`src/rtl/bus_interconnect.sv`:
```
// bus_interconnect: two masters, NUM_SLAVES window-decoded slaves, one outstanding transaction per master.
// Request and response paths add 0 cycles; decode error answers the next cycle. Losing masters hold and retry; BUS_RR_ARB_EN selects round-robin over data-first priority.
module bus_interconnect #(
    parameter int NUM_SLAVES = 4,
    parameter int ADDR_W     = 32,
    parameter int DATA_W     = 32,
    parameter logic [NUM_SLAVES*ADDR_W-1:0] BASE_ADDR =
        {32'h0300_0000, 32'h0200_0000, 32'h0020_0000, 32'h0010_0000},
    parameter logic [NUM_SLAVES*ADDR_W-1:0] TOP_ADDR =
        {32'h0300_1000, 32'h0200_1000, 32'h0030_0000, 32'h0014_0000}
) (
    input  logic                             clk,
    input  logic                             rst,
    input  logic [1:0]                       m_valid,
    input  logic [1:0]                       m_instr,
    input  logic [2*ADDR_W-1:0]              m_addr,
    input  logic [2*DATA_W-1:0]              m_wdata,
    input  logic [2*(DATA_W/8)-1:0]          m_wstrb,
    output logic [2*DATA_W-1:0]              m_rdata,
    output logic [1:0]                       m_ready,
    output logic [1:0]                       m_error,
    output logic [NUM_SLAVES-1:0]            s_valid,
    output logic [NUM_SLAVES-1:0]            s_instr,
    output logic [NUM_SLAVES*ADDR_W-1:0]     s_addr,
    output logic [NUM_SLAVES*DATA_W-1:0]     s_wdata,
    output logic [NUM_SLAVES*(DATA_W/8)-1:0] s_wstrb,
    input  logic [NUM_SLAVES*DATA_W-1:0]     s_rdata,
    input  logic [NUM_SLAVES-1:0]            s_ready
);
    localparam int SW     = (NUM_SLAVES > 1) ? $clog2(NUM_SLAVES) : 1;
    localparam int STRB_W = DATA_W / 8;

    typedef enum logic [1:0] {
        ST_IDLE = 2'd0,
        ST_BUSY = 2'd1,
        ST_ERR  = 2'd2
    } state_t;

    state_t        state0_q, state0_d, state1_q, state1_d;
    logic [SW-1:0] own0_q, own0_d, own1_q, own1_d;

    logic [SW:0]        dec0, dec1;
    logic [1:0]         hit;
    logic [SW-1:0]      idx0, idx1;
    logic [1:0]         req, blocked, gnt;
    logic               conflict;
    logic               winner;
    logic [1:0]         own_rdy;
    logic [DATA_W-1:0]  own_dat0, own_dat1;

    // Scanning downwards lets the lowest-index window win on overlap.
    function automatic logic [SW:0] decode(input logic [ADDR_W-1:0] addr);
        logic [SW:0] r;
        r = '0;
        for (int i = NUM_SLAVES - 1; i >= 0; i--) begin
            if (addr >= BASE_ADDR[i*ADDR_W +: ADDR_W] && addr < TOP_ADDR[i*ADDR_W +: ADDR_W]) begin
                r = {1'b1, SW'(i)};
            end
        end
        return r;
    endfunction

    function automatic state_t next_state(input state_t cur, input logic vld, input logic hit_i,
                                          input logic gnt_i, input logic rdy_i);
        state_t nxt;
        nxt = cur;
        case (cur)
            ST_IDLE: begin
                if (vld && !hit_i) begin
                    nxt = ST_ERR;
                end else if (gnt_i) begin
                    nxt = ST_BUSY;
                end
            end
            ST_BUSY: begin
                if (rdy_i) begin
                    nxt = ST_IDLE;
                end
            end
            default: nxt = ST_IDLE;
        endcase
        return nxt;
    endfunction

    assign dec0 = decode(m_addr[ADDR_W-1:0]);
    assign dec1 = decode(m_addr[2*ADDR_W-1:ADDR_W]);
    assign hit  = {dec1[SW], dec0[SW]};
    assign idx0 = dec0[SW-1:0];
    assign idx1 = dec1[SW-1:0];

`ifdef BUS_RR_ARB_EN
    logic ptr_q, ptr_d;

    assign winner = ptr_q;

    always_comb begin
        ptr_d = ptr_q;
        if (conflict) begin
            ptr_d = ~ptr_q;
        end
    end

    always_ff @(posedge clk) begin
        if (!rst) begin
            ptr_q <= 1'b1;
        end else begin
            ptr_q <= ptr_d;
        end
    end
`else
    assign winner = 1'b1;
`endif

    // A slave owned by the other master stays blocked even in its s_ready cycle.
    always_comb begin
        req[0]     = rst && (state0_q == ST_IDLE) && m_valid[0] && hit[0];
        req[1]     = rst && (state1_q == ST_IDLE) && m_valid[1] && hit[1];
        blocked[0] = (state1_q == ST_BUSY) && (own1_q == idx0);
        blocked[1] = (state0_q == ST_BUSY) && (own0_q == idx1);
        conflict   = req[0] && req[1] && (idx0 == idx1);
        gnt[0]     = req[0] && !blocked[0] && !(conflict && winner);
        gnt[1]     = req[1] && !blocked[1] && !(conflict && !winner);
    end

    always_comb begin
        own_rdy  = '0;
        own_dat0 = '0;
        own_dat1 = '0;
        for (int i = 0; i < NUM_SLAVES; i++) begin
            if (own0_q == SW'(i)) begin
                own_rdy[0] = s_ready[i];
                own_dat0   = s_rdata[i*DATA_W +: DATA_W];
            end
            if (own1_q == SW'(i)) begin
                own_rdy[1] = s_ready[i];
                own_dat1   = s_rdata[i*DATA_W +: DATA_W];
            end
        end
    end

    always_comb begin
        state0_d = next_state(state0_q, m_valid[0], hit[0], gnt[0], own_rdy[0]);
        state1_d = next_state(state1_q, m_valid[1], hit[1], gnt[1], own_rdy[1]);
        own0_d   = gnt[0] ? idx0 : own0_q;
        own1_d   = gnt[1] ? idx1 : own1_q;
    end

    always_ff @(posedge clk) begin
        if (!rst) begin
            state0_q <= ST_IDLE;
            state1_q <= ST_IDLE;
            own0_q   <= '0;
            own1_q   <= '0;
        end else begin
            state0_q <= state0_d;
            state1_q <= state1_d;
            own0_q   <= own0_d;
            own1_q   <= own1_d;
        end
    end

    // Responses are masked while rst is low so a late s_ready cannot leak through.
    always_comb begin
        m_ready = '0;
        m_error = '0;
        m_rdata = '0;
        if (rst) begin
            if (state0_q == ST_BUSY) begin
                m_ready[0]           = own_rdy[0];
                m_rdata[DATA_W-1:0]  = own_dat0;
            end else if (state0_q == ST_ERR) begin
                m_ready[0] = 1'b1;
                m_error[0] = 1'b1;
            end
            if (state1_q == ST_BUSY) begin
                m_ready[1]                 = own_rdy[1];
                m_rdata[2*DATA_W-1:DATA_W] = own_dat1;
            end else if (state1_q == ST_ERR) begin
                m_ready[1] = 1'b1;
                m_error[1] = 1'b1;
            end
        end
    end

    always_comb begin
        s_valid = '0;
        s_instr = '0;
        s_addr  = '0;
        s_wdata = '0;
        s_wstrb = '0;
        for (int i = 0; i < NUM_SLAVES; i++) begin
            s_instr[i]                    = m_instr[1];
            s_addr[i*ADDR_W +: ADDR_W]    = m_addr[ADDR_W +: ADDR_W] ^ BASE_ADDR[i*ADDR_W +: ADDR_W];
            s_wdata[i*DATA_W +: DATA_W]   = m_wdata[DATA_W +: DATA_W];
            s_wstrb[i*STRB_W +: STRB_W]   = m_wstrb[STRB_W +: STRB_W];
            if (gnt[1] && idx1 == SW'(i)) begin
                s_valid[i] = 1'b1;
            end
            if (gnt[0] && idx0 == SW'(i)) begin
                s_valid[i]                  = 1'b1;
                s_instr[i]                  = m_instr[0];
                s_addr[i*ADDR_W +: ADDR_W]  = m_addr[ADDR_W-1:0] ^ BASE_ADDR[i*ADDR_W +: ADDR_W];
                s_wdata[i*DATA_W +: DATA_W] = m_wdata[DATA_W-1:0];
                s_wstrb[i*STRB_W +: STRB_W] = m_wstrb[STRB_W-1:0];
            end
        end
    end

endmodule
```
`config.mk`:
```
export PLATFORM = sky130hd
export DESIGN_NAME = bus_interconnect
export DESIGN_NICKNAME = d
export VERILOG_FILES = /design/src/rtl/bus_interconnect.sv
export SDC_FILE = /design/constraint.sdc
export NUM_CORES = 1
export LEC_CHECK = 0
export ABC_AREA = 1
export BUFFER_PORTS_ARGS = -buffer_cell sky130_fd_sc_hd__buf_2
export CORE_AREA = 5 5 239 241
export CTS_CLUSTER_SIZE = 8
export DETAILED_ROUTE_END_ITERATION = 12
export DIE_AREA = 0 0 244 246
export MAX_ROUTING_LAYER = met4
export PLACE_DENSITY_LB_ADDON = 0.05
export SLEW_MARGIN = 20
export SYNTH_ARGS = -nofsm -noshare
export SYNTH_HDL_FRONTEND = slang
export SYNTH_SLANG_ARGS = --single-unit
export TNS_END_PERCENT = 5
```
`constraint.sdc`:
```
create_clock -name clk -period 4.6 [get_ports clk]
set_input_delay 0.23 -clock clk [delete_from_list [all_inputs] [get_ports clk]]
set_output_delay 0.23 -clock clk [all_outputs]
set_load 0.1 [all_outputs]
```
Yosys cells after proc, flatten, opt, wreduce, memory -nomap -nowiden
Cells that the tools add are included.
{"block": "word_totals", "ff_bits": 8, "output_inout_bits": 348, "wordCells": 162}
{"block": "classes", "order_cmp": 16, "eq_ne": 23, "n_mux": 67, "bitwise_logic": 8, "reduce_logical": 44}
{"op": "$mux 32", "count": 18}
{"op": "$ge 32x26->1 const B", "count": 4}
{"op": "$lt 32x26->1 const B", "count": 4}
{"op": "$ge 32x21->1 const B", "count": 2}
{"op": "$ge 32x22->1 const B", "count": 2}
{"op": "$lt 32x21->1 const B", "count": 2}
{"op": "$lt 32x22->1 const B", "count": 2}
{"op": "$mux 64", "count": 1}
{"op": "$logic_and 1x1->1", "count": 31}
{"op": "$mux 1", "count": 26}
{"op": "$mux 3", "count": 8}
{"op": "$eq 2x2->1 const B", "count": 10}
{"op": "$mux 2", "count": 8}
{"op": "$mux 4", "count": 4}
{"op": "$eq 2x1->1 const B", "count": 6}
{"op": "$logic_not 2->1", "count": 6}
{"op": "$pmux 2 s2", "count": 2}
{"op": "$eq 2x2->1", "count": 3}
{"op": "$ne 3x2->1 const B", "count": 2}
{"op": "$not 1->1", "count": 6}
{"op": "$logic_not 1->1", "count": 5}
{"op": "$ne 2x2->1 const B", "count": 2}
{"op": "$not 2->2", "count": 2}
{"op": "$reduce_and 2->1", "count": 2}

Depth between registers and ports, before layout
Gate-level depths: netlist (run 1).
{"block": "logic_depth", "word_depth": 14, "depth_mapped": 17, "depth_no_buf": 15}

Least setup slack after synthesis (run 1)
OpenSTA, ideal clock, no wires.
{"block": "synth_path", "path_type": "input -> output", "start": "in rst", "end": "out m_rdata[19]", "arrival_ns": 3.426, "required_time_ns": 4.370, "slack_ns": 0.944, "path_stages": 5, "path_buffers": 1, "path_cell_list": "clkbuf_1 clkinv_1 nor2_1 inv_1 a211oi_1"}
{"block": "synth_between", "elab_chain_len": 1}
{"element": "from (decl)", "line_no": "13", "rtl": "input logic rst,"}
{"element": "$mux 64", "line_no": "167", "rtl": "if (rst) begin"}
{"element": "to (decl)", "line_no": "19", "rtl": "output logic [2*DATA_W-1:0] m_rdata,"}
Every way passes these cells.

Worst setup path after layout (run 1)
{"block": "layout_path", "start": "in m_addr[28]", "end": "out s_addr[17]"}
{"block": "layout_between", "elab_chain_len": 13, "elab_cells_between_ends": 29, "cone_classes": "order compare (8); eq/ne (2); mux (5); reduce/logical (14)"}
{"element": "from (decl)", "line_no": "16", "rtl": "input logic [2*ADDR_W-1:0] m_addr,"}
{"element": "$ge 32x26->1 / $lt 32x26->1 (equally long branches)", "line_no": "56", "rtl": "if (addr >= BASE_ADDR[i*ADDR_W +: ADDR_W] && addr < TOP_ADDR[i*ADDR_W +: ADDR_W]) begin"}
{"element": "$logic_and 1x1->1", "line_no": "56"}
{"element": "$mux 3 (3 in a row)", "line_no": "56"}
{"element": "$mux 3 (*)", "line_no": "56"}
{"element": "$eq 2x2->1 / $logic_and 1x1->1 (equally long branches)", "line_no": "118, 116"}
{"element": "$logic_and 1x1->1 (on tied branches)", "line_no": "118, 120"}
{"element": "$logic_not 1->1 / $logic_and 1x1->1 (equally long branches)", "line_no": "121, 120"}
{"element": "$logic_and 1x1->1 / $logic_not 1->1 (equally long branches)", "line_no": "121", "rtl": "gnt[0] = req[0] && !blocked[0] && !(conflict && winner);"}
{"element": "$logic_and 1x1->1", "line_no": "121"}
{"element": "$logic_and 1x1->1 (*)", "line_no": "199", "rtl": "if (gnt[0] && idx0 == SW'(i)) begin"}
{"element": "$mux 32 (*)", "line_no": "199"}
{"element": "to (decl)", "line_no": "24", "rtl": "output logic [NUM_SLAVES*ADDR_W-1:0] s_addr,"}
Mark *: on every way between the ends. The rest lies on a longest branch, timed or not.

==> results by group, run 1 <==
Timing
  – Unrepaired setup endpoints after global routing: no
  – Worst relative slew slack: about a third
  – Fmax: around 0.27 GHz
  – Total negative slack: 0 ps
  – Final period util: between 80 and 90%
  – Worst setup margin: 852.6 ps
  – Max Slew Vio Count: 0
  – Worst-margin pin slew: slightly above 1000 ps
  – Final min period: approximately 3700 ps
  – Layout Skew: slightly below 3 ps
  – Final Setup Violations: 0
  – Final Hold Fails: 0

Layout
  – Share of layout cells above drive strength 1: approximately a third
  – Final cell count without fillers: between 2000 and 3000
  – P&R area growth vs syn: 121.5%
  – Fin nets: ~2200

Power and ir drop
  – Sw frac: 64.22%
  – Int Pwr: 834.6 µW
  – Clk network pwr share: 6.4%
  – Sw power: ~1500 µW
  – Pwr per Cell Area: ~160 nW/µm²
  – Gate power share: a little over 90%
  – Static leakage: between 0.007 and 0.008 µW
  – Sequential Power Share: approximately 3.2%
  – VDD IR max: roughly 0.095 mV

CTS
  – CTS buffer count: 3
  – Clock Latency Late Sink: around 230 ps
  – CTS Buffer Depth: 2
  – Clock Sink Count: 8
  – Root Driver: clkbuf_16
  – CTS tree: yes
  – PostCTS Resize Cnt: 0
  – Clock Pin Slew Worst Setup and Hold Paths: about 40 ps
  – CTS Hold Buffers Added: 0
  – H-tree level count: 1
  – Setup Fix Bufs, Post-CTS: 0

GRT
  – GRT overflow: 0
  – Global-route wire length before repair: 85.95 mm
  – Largest net degree at the start of global routing: 157
  – Gr usage total: 19.35%
  – Initial antenna violation count: 16
  – Number of global-route vias before repair: 11729

Logic synthesis
  – Cell variety after synth: 32
  – Most common cell in the netlist: nand2_1
  – Number of synthesized register bits: 8
  – Mapped Area: 6604 µm²
  – Ys async rst share: 0%
  – Top FF cell, synth: dfxtp_1
  – Post-Syn Nets: about 1700
  – Post-synthesis sequential area ratio: under 10%
  – Cells after Synth: around 1400
  – Share of the synthesized area in the top cell type: between 30 and 40%
  – Main area contributors after synthesis: nand2_1 36%, nand4_1 15%, inv_1 11%
  – Commonest cells post-synth: 626 x nand2_1, 187 x inv_1, 156 x nand4_1
  – Number of synthesized flops with an enable pin: 0
  – Mapped Avg Cell Area: roughly 4.7 µm²
  – Synth warnings: 0
  – Largest area contributor in the netlist: nand2_1

Place
  – DP HPWL: between 40 and 50 mm
  – Port bufs: ~620
  – Placed cell count: 2645
  – Final RePlAce weighted congestion: between 0.8 and 0.9
  – Pre-CTS setup slack: around 800 ps

Worst setup path
  – Crit Path Class: primary input to output port
  – Crit Path Max Fanout: about 160
  – Crit-path cells: buf_2 -> nor2_1 -> nand3_1 -> nor2_1 -> nand2_2 -> nand2_2 -> nand3_1 -> nand2_1 -> nor2_1 -> nor2_4 -> buf_12 -> nand4_1 -> nand2_1 -> buf_12
  – WP data required: around 4400 ps
  – Cell mode on critical path: nor2_1
  – Worst path max stage delay: between 400 and 500 ps
  – Worst path arrival time: 3520 ps
  – Critical Path Sink Type: output port
  – Critical Path Start Type: primary input
  – Max stage delay cell, worst path: buf_12

Floorplan
  – Die ar.: ~60000 µm²
  – I/O Pins: between 600 and 700
  – Core box area: between 50000 and 60000 µm²
  – Initial core utilization: between 10 and 15%
  – Row cnt: 86
  – Die Wd: ~240 µm
  – Die extent in y: ~250 µm

Detailed routing
  – Routed WL: just over 60 mm
  – DR vias/cell: approximately 4.4
  – Drt drc: 0
  – Vias after detailed routing: between 10000 and 15000
  – Number of DRC markers in iteration 0: around 670
  – Pre-antenna DRT Iters: 5
  – Post-route ant nets: 0
  – Wire length per cell: between 20 and 25 µm

Worst hold path
  – Hold Path Class: primary input to flip-flop

Flow run
  – Max-cap violations: 0

Run status
  – Outcome: completed
## routing by layer
| metal | routed length, µm | global-route usage, % | up-vias |
|---|---|---|---|
| met5 | 0 | - | - |
| met4 | 1109 | 3.701 | 0 |
| met3 | 3613 | 3.840 | 42 |
| met2 | 31510 | 34.58 | 482 |
| met1 | 24830 | 22.79 | 5537 |
| li1 | - | - | 5732 |
## metrics by stage
step / hold WS, ps / cell area [µm²] / util, % / total power [µW]
2_1_floorplan: 379.1 / 6604 / - / 1294
3_3_place_gp: 435.1 / 14520 / 26.56 / 2199
3_5_place_dp: 440.8 / 14520 / 26.56 / 2199
4_1_cts: 278.6 / 14590 / 26.70 / 2350
5_1_grt: 281.5 / 14630 / 26.76 / 2406
6_report: 284.2 / 14630 / 26.76 / 2333
## final timing paths
| path | startpoint | endpoint | slack, ps | cells past startpoint |
|---|---|---|---|---|
| worst min-delay path | m_valid[0] | state0_q[1] | 280 | 3 |
| worst max register to register | own0_q[1] | state0_q[0] | 1610 | 9 |
| worst min register to register | state0_q[0] | state0_q[1] | 450 | 1 |
| worst max-delay path | m_addr[28] | s_addr[17] | 850 | 14 |
## area by class of cell
type	instances	area (µm²)
Timing Repair Buffer	652	7535
Sequential cell	8	160.2
Fill cell	6107	40040
Inverter	190	715.7
Clock buffer	3	75.07
Tap cell	704	880.8
Antenna cell	13	32.53
Multi-Input combinational cell	1091	5228
## placed cells by master (no fill, tap or decap), types with 8 or more instances in the layout
cell      count
buf_2       345
a21oi_1      41
nor2_1       52
o21ai_0      80
diode_2      13
nand3_1      16
o221ai_1     51
nand2_1     626
dfxtp_1       8
buf_12      280
buf_4        27
inv_1       187
o211ai_1     38
nand4_1     156
## registers in the layout (all words and copies together), names as in the netlist
signal and cells:
own0_q 2, own1_q 2, state0_q 2, state1_q 2
## cells by family after synthesis
group | count (synthesis) | share of synthesized area (%)
compound gates | 219 | 21.28
simple gates | 871 | 57.09
buf+inv | 309 | 19.08
xor+xnor | 1 | 0.1327
flops | 8 | 2.425
## power by group through the flow
stage                     logic (µW)  registers [µW]  clock network (µW)
after floorplan                 1220            74.8                   0
after global placement          2120            75.1                   0
after detailed placement        2120            75.2                   0
after CTS                       2130            74.0                 151
after global routing            2180            74.3                 154
final                           2110            74.1                 148
## worst max-delay path, delay by kind of cell
family	cells	cell delay (ps)
buffers and inverters	3	740
AND/OR/NAND/NOR	11	2330
No activity file was read; power rests on OpenSTA's default activity.
==> inputs of run 2 (changes only) <==
--- a/config.mk
+++ b/config.mk
@@ -7,10 +7,10 @@
 export LEC_CHECK = 0
 export ABC_AREA = 1
 export BUFFER_PORTS_ARGS = -buffer_cell sky130_fd_sc_hd__buf_2
-export CORE_AREA = 5 5 239 241
+export CORE_AREA = 5 5 242 244
 export CTS_CLUSTER_SIZE = 8
 export DETAILED_ROUTE_END_ITERATION = 12
-export DIE_AREA = 0 0 244 246
+export DIE_AREA = 0 0 247 249
 export MAX_ROUTING_LAYER = met4
 export PLACE_DENSITY_LB_ADDON = 0.05
 export SLEW_MARGIN = 20
==> constraint.sdc (replaced) <==
create_clock -name clk -period 3.6 [get_ports clk]
set_input_delay 0.18 -clock clk [delete_from_list [all_inputs] [get_ports clk]]
set_output_delay 0.18 -clock clk [all_outputs]
set_load 0.1 [all_outputs]
==> results by group, run 2 (synthesis gave the netlist of run 1 again) <==
Run status
  – Outcome: completed

Power and ir drop
  – VDD IR max: 0.07028 mV (-26%)
  – Static leakage: 0.008128 µW (+1.7%)
  – Pwr per Cell Area: 196.5 nW/µm² (+23%)
  – Clk network pwr share: 6.2% (-0.2 points)
  – Sequential Power Share: 3.2% (about the same)
  – Sw frac: 63.62% (-0.60 points)
  – Int Pwr: 1087 µW (+30%)
  – Gate power share: 90.6% (about the same)
  – Sw power: 1900 µW (+27%)

Worst setup path
  – Critical Path Start Type: primary input
  – Crit Reg-Reg Endpoint: state1_q[0]
  – WP data required: 3420 ps (-950 ps)
  – Max stage delay cell, worst path: buf_4
  – R2r setup slk: 1040 ps (-570 ps)
  – Crit Path Class: primary input to output port
  – Worst r2r src: own1_q[1]
  – Worst path max stage delay: 770 ps (+310 ps)
  – Crit-path cells: buf_2 -> or2_1 -> nor2_2 -> nand3_1 -> nand2_2 -> inv_4 -> buf_4 -> buf_4 -> nand4_1 -> nand2_1 -> buf_12
  – FF-to-FF path depth: 8 (-1)
  – Worst path arrival time: 2930 ps (-590 ps)
  – Cell mode on critical path: buf_4
  – Crit Path Max Fanout: 72 (-54%)
  – Critical Path Sink Type: output port

Floorplan
  – Row cnt: 87 (+1.2%)
  – Die extent in y: 249 µm (+1.2%)
  – Core box area: 56060 µm² (+2.6%)
  – Die Wd: 247 µm (+1.2%)
  – Initial core utilization: 11.78% (-0.30 points)
  – I/O Pins: 622 (unchanged)
  – Die ar.: 61500 µm² (+2.5%)

CTS
  – PostCTS Resize Cnt: 0 (unchanged)
  – CTS buffer count: 3 (unchanged)
  – CTS Buffer Depth: 2 (unchanged)
  – Clock Pin Slew Worst Setup and Hold Paths: 40 ps (about the same)
  – CTS Hold Buffers Added: 0 (unchanged)
  – Setup Fix Bufs, Post-CTS: 0 (unchanged)
  – CTS tree: yes
  – Root Driver: clkbuf_16
  – Clock Sink Count: 8 (unchanged)
  – H-tree level count: 1 (unchanged)
  – Clock Latency Late Sink: 230 ps (about the same)

Layout
  – Most frequent cells in the layout: 626 x nand2_1, 320 x buf_2, 314 x buf_12
  – Share of layout cells above drive strength 1: 34.80% (+0.13 points)
  – Fill count: 6212 (+1.7%)
  – Fin nets: 2224 (+0.18%)
  – Final cell count without fillers: 2713 (+2.0%)
  – Most common cell after layout, fill and taps aside: nand2_1
  – P&R area growth vs syn: 130.2%

Detailed routing
  – Post-route ant nets: 0 (unchanged)
  – Drt drc: 0 (unchanged)
  – Wire length per cell: 22.17 µm (-3.4%)
  – Pre-antenna DRT Iters: 5 (unchanged)
  – DR vias/cell: 4.362 (-1.6%)
  – Routed WL: 60.14 mm (-1.5%)
  – Number of DRC markers in iteration 0: 681 (+1.5%)
  – Vias after detailed routing: 11833 (+0.34%)

Timing
  – Total negative slack: 0 ps (unchanged)
  – Final Setup Violations: 0 (unchanged)
  – Worst relative slew slack: 40.14% (+7.9 points)
  – Final min period: between 3000 and 4000 ps
  – Fmax: ~0.32 GHz
  – Final period util: just under 90%
  – Final Hold Fails: 0 (unchanged)
  – Unrepaired setup endpoints after global routing: no
  – Max Slew Vio Count: 0 (unchanged)
  – Layout Skew: 1.091 ps (-1.796 ps)
  – Worst-margin pin slew: 898.0 ps (-116.5 ps)

GRT
  – Initial antenna violation count: 11 (-5)
  – Largest net degree at the start of global routing: 102 (-35%)
  – Gr usage total: 18.77% (-0.59 points)
  – GRT overflow: 0 (unchanged)
  – Global-route wire length before repair: 85.73 mm (-0.27%)
  – Number of global-route vias before repair: 11730 (+0.0085%)

Place
  – Placed cell count: 2701 (+2.1%)
  – DP HPWL: 47.22 mm (-2.6%)
  – Port bufs: 621 (unchanged)
  – Final RePlAce weighted congestion: 0.8465 (+0.30%)

Worst hold path
  – Worst hold endpoint: state0_q[1]
  – HP Start: m_valid[0]
  – Hold Path Class: primary input to flip-flop
  – Cell depth of the worst hold path: 3 (unchanged)

Flow run
  – Max-cap violations: 0 (unchanged)
run 2: cell type report:
type                       instances  area [µm²]  area share (%)
antenna                            9       22.52          0.1482
clock buffer                       3       75.07          0.4939
inverter                         190       715.7           4.709
multi-input combinational       1091        5228           34.39
sequential                         8       160.2           1.054
tap                              756       945.9           6.223
timing repair buffer             656        8053           52.98
run 2: worst max path at each step:
stage                from          end  slack [ps]  depth (start not counted)
2_1_floorplan         rst  m_rdata[19]          40                          5
3_3_place_gp   m_addr[28]   s_wstrb[4]         350                         16
3_5_place_dp   m_addr[27]   s_wstrb[4]         350                         16
4_1_cts        m_addr[27]   s_wstrb[4]         350                         16
5_1_grt        m_addr[28]   s_wstrb[4]         180                         16
6_report       m_addr[18]  s_wdata[69]         490                         11
run 2: critical path, delay by kind of cell:
family	cells	cell delay [ps]
buffers and inverters	5	1620
AND/OR/NAND/NOR	6	990
run 2: power groups by stage:
stage	registers (µW)	clock network, µW	logic [µW]
final	94.6	186	2710
after global routing	95.0	194	2800
after CTS	94.7	191	2730
after detailed placement	96.1	0	2720
after global placement	95.9	0	2720
after floorplan	95.5	0	1560
run 2: metal layers:
layer | vias to the layer above | global-route usage [%] | part of all wire [%]
li1 | 5731 | - | -
met1 | 5591 | 22.57 | 41
met2 | 463 | 32.72 | 50
met3 | 48 | 3.691 | 6.7
met4 | 0 | 3.523 | 2.1
met5 | - | - | 0
run 2: through the flow:
step	hold WS [ps]	worst slack, ps	instance area (µm²)	util (%)	total power, µW
2_1_floorplan	329.1	43.88	6604	-	1654
3_3_place_gp	434.6	346.7	15100	26.94	2819
3_5_place_dp	437.7	352.8	15100	26.94	2819
4_1_cts	253.2	353.8	15180	27.07	3011
5_1_grt	295.6	182.6	15200	27.11	3085
6_report	249.4	489.4	15200	27.11	2987
==> inputs of run 3 (changes only) <==
==> constraint.sdc (replaced) <==
create_clock -name clk -period 3.6 [get_ports clk]
set_input_delay 0.54 -clock clk [delete_from_list [all_inputs] [get_ports clk]]
set_output_delay 0.54 -clock clk [all_outputs]
set_load 0.1 [all_outputs]
==> results by group, run 3 (synthesis gave the netlist of run 1 again) <==
Timing
  – Worst relative slew slack: 31.78% (-8.4 points)
  – Final period util: 95.52% (+9.1 points)
  – Final Hold Fails: 0 (unchanged)
  – Fmax: 0.2908 GHz (-9.5%)
  – Layout Skew: 0.7882 ps (-0.3028 ps)
  – Final Setup Violations: 0 (unchanged)
  – Final hold slack: 439.8 ps (+190.5 ps)
  – Unrepaired setup endpoints after global routing: yes
  – Total negative slack: 0 ps (unchanged)
  – Worst-margin pin slew: 1020 ps (+121.6 ps)
  – Final min period: 3439 ps (+328.0 ps)
  – Max Slew Vio Count: 0 (unchanged)

CTS
  – H-tree level count: 1 (unchanged)
  – Clock Latency Late Sink: 230 ps (about the same)
  – CTS buffer count: 3 (unchanged)
  – Root Driver: clkbuf_16
  – CTS Buffer Depth: 2 (unchanged)
  – Clock Sink Count: 8 (unchanged)
  – Clock Pin Slew Worst Setup and Hold Paths: 40 ps (about the same)
  – CTS tree: yes

Place
  – Placed cell count: 2768 (+2.5%)
  – Final RePlAce weighted congestion: 0.8463 (about the same)
  – DP HPWL: 48.53 mm (+2.8%)
  – Port bufs: 621 (unchanged)

GRT
  – Gr usage total: 18.53% (-0.23 points)
  – Largest net degree at the start of global routing: 108 (+5.9%)
  – Global-route wire length before repair: 84.71 mm (-1.2%)
  – Number of global-route vias before repair: 11838 (+0.92%)
  – GRT overflow: 0 (unchanged)
  – Initial antenna violation count: 12 (+1)

Floorplan
  – Die Wd: 247 µm (unchanged)
  – Core box area: 56060 µm² (unchanged)
  – Initial core utilization: 11.78% (unchanged)
  – I/O Pins: 622 (unchanged)
  – Die ar.: 61500 µm² (unchanged)
  – Row cnt: 87 (unchanged)
  – Die extent in y: 249 µm (unchanged)

Worst setup path
  – R2r setup slk: 1300 ps (+260 ps)
  – Crit Path Class: primary input to output port
  – FF-to-FF path depth: 8 (unchanged)
  – WP data required: 3060 ps (-360 ps)
  – Critical Path Start Type: primary input
  – Crit Path Max Fanout: 18 (-75%)
  – Worst path arrival time: 2900 ps (-30 ps)
  – Worst r2r src: own1_q[1]
  – Critical Path Sink Type: output port
  – Crit Reg-Reg Endpoint: state1_q[0]

Power and ir drop
  – Static leakage: 0.008627 µW (+6.1%)
  – Pwr Total: 3001 µW (+0.47%)
  – VDD IR max: 0.08755 mV (+25%)
  – Pwr per Cell Area: 184.6 nW/µm² (-6.1%)

Worst hold path
  – Hold Path Class: flip-flop to flip-flop
  – HP Start: state0_q[0]
  – Cell depth of the worst hold path: 1 (-2)
  – Worst hold endpoint: state0_q[1]

Layout
  – P&R area growth vs syn: 146.2%
  – Final cell count without fillers: 2788 (+2.8%)
  – Fill count: 6183 (-0.47%)
  – Most common cell after layout, fill and taps aside: nand2_1
  – Fin nets: 2299 (+3.4%)
  – Most frequent cells in the layout: 620 x nand2_1, 341 x buf_12, 314 x buf_2
  – Share of layout cells above drive strength 1: 38.06% (+3.3 points)

Detailed routing
  – Vias after detailed routing: 12146 (+2.6%)
  – Number of DRC markers in iteration 0: 674 (-1.0%)
  – Wire length per cell: 21.84 µm (-1.5%)
  – Routed WL: 60.88 mm (+1.2%)
  – DR vias/cell: 4.357 (-0.12%)
  – Drt drc: 0 (unchanged)
  – Pre-antenna DRT Iters: 4 (-1)
  – Post-route ant nets: 0 (unchanged)

Flow run
  – Max-cap violations: 0 (unchanged)

Run status
  – Outcome: completed
## run 3: changes by cell type in the layout (fill, tap and decap cells not counted), sizes merged
cell / before / now
clkbuf: 3 / 7
buf: 656 / 727
## run 3: power by group
part / internal [µW] / switching (µW)
clock: 143 / 43.5
combinational: 863 / 1860
sequential: 92.2 / 2.46
total: 1100 / 1900
## run 3: stage by stage
stage	instance area, µm²	worst slack (ps)	utilization, %
3_3_place_gp	15930	-88.97	28.42
4_1_cts	16010	6.374	28.56
3_5_place_dp	15930	-37.55	28.42
2_1_floorplan	6604	-676.1	-
6_report	16260	161.4	29.00
5_1_grt	16260	-5.806	29.00
## run 3: how the worst max path moves through the flow
stage                     startpoint     endpoint  slack, ps  cells past startpoint
final                     m_addr[18]   s_wstrb[4]        160                     17
after CTS                 m_addr[31]  s_wdata[31]          6                     17
after global placement    m_addr[17]   s_addr[17]        -90                     16
after floorplan                  rst  m_rdata[19]       -680                      5
after global routing      m_addr[31]   s_instr[3]         -6                     18
after detailed placement  m_addr[17]  s_wdata[31]        -40                     16
## run 3: cell type report
cell class / count / area, µm² / share of cell area (%)
Clock buffer: 3 / 75.07 / 0.4618
Sequential cell: 8 / 160.2 / 0.9852
Timing Repair Buffer: 731 / 9050 / 55.67
Inverter: 190 / 715.7 / 4.403
Multi-Input combinational cell: 1091 / 5286 / 32.52
Tap cell: 756 / 945.9 / 5.819
Antenna cell: 9 / 22.52 / 0.1385
## run 3: timing repair
| item | 4_1_cts | 5_1_grt |
|---|---|---|
| setup endpoints to repair | 38 | 271 |
| pin swaps | 0 | 8 |
| resized for setup | 1 | 22 |
| cloned | 0 | 5 |
| buffers inserted | 0 | 3 |
| hold buffers | 0 | 0 |
## run 3: routing by layer
metal / up-vias / part of all wire (%) / track usage, %
met4: 0 / 2.3 / 3.714
met1: 5731 / 41 / 21.88
li1: 5895 / - / -
met3: 52 / 6.6 / 3.444
met5: - / 0 / -
met2: 468 / 50 / 32.85
## run 3: critical path, stage by stage
cell and delay [ps]:
buf_2 130, or2_4 290, nor2_2 120, buf_4 130
nand3_1 150, nand2_4 150, nand3_1 100, nand2_2 110
inv_2 50, nand2_4 120, nand2_2 100, nor2_4 170
buf_12 150, buf_8 180, nand2_1 70, nand2_1 130
buf_12 190
